File: src/rtl/sys_clkrst_gen.sv
// sys_clkrst_gen: clock/reset front end ahead of the sap SoC.
// Ring-counter clock divider (3 phases) plus lock-gated reset sequencer.
//
// Ports:
//   CLK125M        in   board clock, only clock in the block
//   io_systemReset in   synchronous active-high reset
//   i_pllLocked    in   PLL lock, asynchronous to CLK125M
//   o_systemClk    out  registered ring bit 0
//   o_systemClk2   out  registered ring bit PH2
//   o_systemClk3   out  registered ring bit PH3
//   o_phaseTick    out  one-cycle pulse on each o_systemClk rise
//   o_socReset     out  active-high SoC reset
//   o_ready        out  high while the sequencer is in RUN
module sys_clkrst_gen #(
    parameter int DIV      = 10,
    parameter int HIGH_CNT = 5,
    parameter int PH2      = 7,
    parameter int PH3      = 3,
    parameter int RST_HOLD = 64
) (
    input  logic CLK125M,
    input  logic io_systemReset,
    input  logic i_pllLocked,
    output logic o_systemClk,
    output logic o_systemClk2,
    output logic o_systemClk3,
    output logic o_phaseTick,
    output logic o_socReset,
    output logic o_ready
);

    localparam logic [DIV-1:0] INIT =
        {{(DIV-HIGH_CNT){1'b0}}, {HIGH_CNT{1'b1}}};
    localparam int CW = $clog2(RST_HOLD + 1);
    localparam logic [CW-1:0] CNT_LAST = CW'(RST_HOLD - 1);

    typedef enum logic [1:0] {
        WAIT_LOCK,
        HOLD,
        RUN
    } state_t;

    logic [DIV-1:0] ring;
    logic           ring_ok;
    logic           lock_m;
    logic           lock_s;
    logic [CW-1:0]  hold_cnt;
    state_t         state;

    // Any population other than HIGH_CNT means the ring was upset.
    assign ring_ok = ($countones(ring) == HIGH_CNT);

    // Clock generation: free-running, untouched by lock state.
    always_ff @(posedge CLK125M) begin
        if (io_systemReset) begin
            ring         <= INIT;
            o_systemClk  <= 1'b0;
            o_systemClk2 <= 1'b0;
            o_systemClk3 <= 1'b0;
            o_phaseTick  <= 1'b0;
        end else begin
            if (ring_ok) begin
                ring <= {ring[DIV-2:0], ring[DIV-1]};
            end else begin
                ring <= INIT;
            end
            o_systemClk  <= ring[0];
            o_systemClk2 <= ring[PH2];
            o_systemClk3 <= ring[PH3];
            // Next o_systemClk is ring[0]; current one is the old value.
            o_phaseTick  <= ring[0] & ~o_systemClk;
        end
    end

    // Lock synchronizer and reset sequencer.
    always_ff @(posedge CLK125M) begin
        if (io_systemReset) begin
            lock_m     <= 1'b0;
            lock_s     <= 1'b0;
            hold_cnt   <= '0;
            state      <= WAIT_LOCK;
            o_socReset <= 1'b1;
            o_ready    <= 1'b0;
        end else begin
            lock_m <= i_pllLocked;
            lock_s <= lock_m;
            if (!ring_ok) begin
                hold_cnt   <= '0;
                state      <= WAIT_LOCK;
                o_socReset <= 1'b1;
                o_ready    <= 1'b0;
            end else begin
                unique case (state)
                    WAIT_LOCK: begin
                        hold_cnt   <= '0;
                        o_socReset <= 1'b1;
                        o_ready    <= 1'b0;
                        if (lock_s) begin
                            state <= HOLD;
                        end
                    end
                    HOLD: begin
                        if (!lock_s) begin
                            hold_cnt <= '0;
                            state    <= WAIT_LOCK;
                        end else if (o_phaseTick) begin
                            if (hold_cnt == CNT_LAST) begin
                                // Release lands one cycle after a
                                // rising edge of o_systemClk.
                                hold_cnt   <= '0;
                                state      <= RUN;
                                o_socReset <= 1'b0;
                                o_ready    <= 1'b1;
                            end else begin
                                hold_cnt <= hold_cnt + 1'b1;
                            end
                        end
                    end
                    RUN: begin
                        if (!lock_s) begin
                            state      <= WAIT_LOCK;
                            o_socReset <= 1'b1;
                            o_ready    <= 1'b0;
                        end
                    end
                    default: begin
                        hold_cnt   <= '0;
                        state      <= WAIT_LOCK;
                        o_socReset <= 1'b1;
                        o_ready    <= 1'b0;
                    end
                endcase
            end
        end
    end

endmodule
File: config.mk
export PLATFORM = sky130hd
export DESIGN_NAME = sys_clkrst_gen
export DESIGN_NICKNAME = d
export VERILOG_FILES = /design/src/rtl/sys_clkrst_gen.sv
export SDC_FILE = /design/constraint.sdc
export NUM_CORES = 1
export LEC_CHECK = 0
export CAP_MARGIN = 5
export CORE_MARGIN = 8
export CORE_UTILIZATION = 40
export DETAILED_ROUTE_END_ITERATION = 10
export PLACE_DENSITY = 0.57
export SYNTH_ARGS = -nofsm -noshare
export SYNTH_HDL_FRONTEND = slang
export SYNTH_SLANG_ARGS = --single-unit
File: constraint.sdc
create_clock -name CLK125M -period 3.3 [get_ports CLK125M]
set_clock_uncertainty 0.2 [all_clocks]
set_input_delay 0.33 -clock CLK125M [delete_from_list [all_inputs] [get_ports CLK125M]]
set_output_delay 0.33 -clock CLK125M [all_outputs]
set_load 0.05 [all_outputs]
==> key figures <==
Placed design
  • Placer Congestion: 0.7457
  • Setup WS pre-CTS: -379.6 ps
  • Dpl cells: 158
  • IO Port Bufs: 8
  • Post-DP HPWL: 1612 µm

Layout
  • Filler instances: 257
  • Final Net Count: 150
  • Largest register FFs: 10
  • Largest reg by FF count: ring
  • Registers with the most flip-flops: ring x10, hold_cnt x7, state x2
  • Ant. Diodes: 0
  • Layout cells sized above 1: 0.2774
  • Multi-input logic area: 684.4 µm²
  • Non-Filler Instances: 168
  • Post-Route Utilization: 0.5517
  • FF+latch area: 544.3 µm²
  • P&R area growth vs syn: 31.89%

STA
  • Final setup TNS: -5104 ps
  • Hold slack: 226.3 ps
  • Setup Viol. Count Final: 21
  • RSZ-0062 raised after global routing: true
  • Worst slew margin: 0.6632
  • Pins Over Slew Limit: 0
  • Final worst slack: -276.7 ps
  • Final Hold Fails: 0
  • Final Cycle Share: 1.084
  • Least-Margin Pin Slew: 503.6 ps
  • Highest clock rate: 279.6 MHz
  • Minimum clock period: 3577 ps

Yosys
  • Mux contribution to synthesized area: 0
  • Synthesized area per cell: 10.03 µm²
  • Syn Std Cell Area: 1154 µm²
  • Unique masters post-synth: 30
  • EDFF count, synth: 0
  • Synth top area cells: dfxtp_1, fa_1, a21oi_1, nor2b_1, ha_1
  • Synth area leader: dfxtp_1
  • Syn Nets: 127
  • Synth warn: 0
  • Most numerous cell in the Yosys netlist: dfxtp_1
  • Ys flop type: dfxtp_1
  • Post-synthesis xor/xnor area fraction: 0
  • Post-synth top cells: dfxtp_1, a21oi_1, inv_1, nor2_1, nor2b_1
  • Post-synthesis compound-gate area fraction: 0.1193
  • Adder-cell share of the synthesized area: 0.1367
  • Seq cells post-synth: 27
  • Largest family of logic cells by synthesized area: simple AND/OR/NAND/NOR gates
  • Yosys top cell area share: 0.4685
  • Cells after Synth: 115
  • Post-synthesis sequential area ratio: 0.4685
  • Synth Area in Simple Gates: 0.2386
  • Ys async rst share: 0

Floorplanning
  • Io pins: 9
  • Chip Height: 69.71 µm
  • Core area: 2758 µm²
  • Starting density of the core: 0.4183
  • Site Rows: 19
  • Die area: 4859 µm²
  • Die width: 69.71 µm

GRT
  • Largest net degree at the start of global routing: 15
  • Initial antenna violation count: 0
  • GRT overflow: 0
  • Global-route wire length before repair: 3919 µm
  • Vias in the first global route: 872
  • Total track usage: 0.09579

Worst setup path
  • Crit path to: hold_cnt[5]
  • Worst setup EP type: flip-flop
  • CP Max Fanout: 5
  • Reg2reg start: ring[0]
  • Req. time, crit path: 3360 ps
  • CP startpoint kind: flip-flop
  • Setup crit start: ring[0]
  • Critical path class: reg2reg
  • R2r setup slk: -280 ps
  • CP Data Arrival Time: 3640 ps
  • Worst R2R Path Depth: 12
  • Critical R2R Capture: hold_cnt[5]

CTS
  • Clock sink total: 27
  • CTS max path bufs: 2
  • Post-CTS Hold Buffers: 0
  • H-tree Lvls: 1
  • Total CTS buffers: 3
  • Clock transition at path regs: 130 ps
  • CTS tree: done
  • Worst-skew pair later-pin latency: 320 ps
  • Root buffer cell: clkbuf_4

Run status
  • Outcome: finished with violations
  • Failing checks: negative setup slack

Routing
  • DRC violation count after routing: 0
  • Wire per inst: 13.67 µm
  • DRT iter0 DRCs: 32
  • Via count: 870
  • Drt via density: 5.179
  • Antenna-violating nets left: 0
  • DRT Wirelength: 2297 µm
  • DRT Pass-1 Iters: 4

Min path
  • Hold Crit Class: reg2reg

Run
  • # Max-Cap Violations: 0

Power
  • Leakage: 0.5926 nW
  • Worst vdd ir: 547.5 µV
  • Cell Pwr Density: 834.2 nW/µm²
area by class of cell:
class                   instances  area share
multi-input cells              77      0.4498
clock buffers                   4     0.01727
well taps                      31     0.02549
flip-flops and latches         27      0.3577
repair buffers                 19      0.1250
inverters                      10     0.02467
critical path, cell delays in order, from the launching register on:
cell,delay [ps]
dfxtp_2,350
fa_1,500
fa_1,520
inv_1,50
fa_1,450
inv_2,80
ha_4,120
inv_2,40
fa_2,520
nand2_2,60
or3_4,370
buf_6,150
a21oi_1,100
worst min-delay path by stage:
stage	from	end	slack (ps)	depth (start not counted)
6_report	o_systemClk	o_phaseTick	230	1
5_1_grt	o_systemClk	o_phaseTick	240	1
4_1_cts	o_systemClk	o_phaseTick	230	1
3_5_place_dp	o_systemClk	o_phaseTick	210	1
3_3_place_gp	o_systemClk	o_phaseTick	210	1
2_1_floorplan	io_systemReset	lock_m	200	1
power by group:
group | switching [mW] | internal [mW]
Sequential | 0.0164 | 0.349
Clock | 0.0899 | 0.0473
Combinational | 0.378 | 0.388
layout by cell type (no fill, tap or decap), types with 2 or more instances in the layout:
cell type,Yosys,final
a21oi_1,12,9
a21oi_2,0,2
and2_1,4,3
and3_1,3,3
buf_4,0,6
buf_6,0,4
clkbuf_4,0,3
clkdlybuf4s50_1,0,8
dfxtp_1,27,24
dfxtp_2,0,3
fa_1,6,5
ha_1,3,2
inv_1,10,8
inv_2,0,2
nand2_1,3,2
nand2b_1,5,2
nand2b_4,0,3
nand3_1,2,2
nor2_1,9,7
nor2_4,0,2
nor2b_1,8,8
o21ai_1,3,2
or3b_1,2,2
routing by layer:
layer	share of wire	up-vias	track usage
li1	-	432	-
met1	0.45	419	0.1148
met2	0.50	14	0.1629
met3	0.031	5	0.02146
met4	0.015	0	0.03348
met5	0	-	0
through the flow:
step | area (µm²) | total power [mW]
detailed placement | 1318 | 0.7854
finish | 1521 | 1.269
global placement | 1318 | 0.7635
global route | 1521 | 1.357
CTS | 1428 | 1.125
floorplan | 1154 | 0.6222
kinds of logic after synthesis:
group,Yosys count
buffers and inverters,11
flip-flops,27
AND/OR/NAND/NOR,46
adder cells (fa/ha/maj),9
AO/OA/AOI/OAI,22
what timing repair did:
| item | CTS | global route |
|---|---|---|
| setup endpoints to repair | 21 | 21 |
| resized for setup | 16 | 16 |
| pin swaps | 4 | 6 |
| setup buffers | 3 | 2 |
| cloned | 1 | 0 |
No activity file was read; power rests on OpenSTA's default activity.
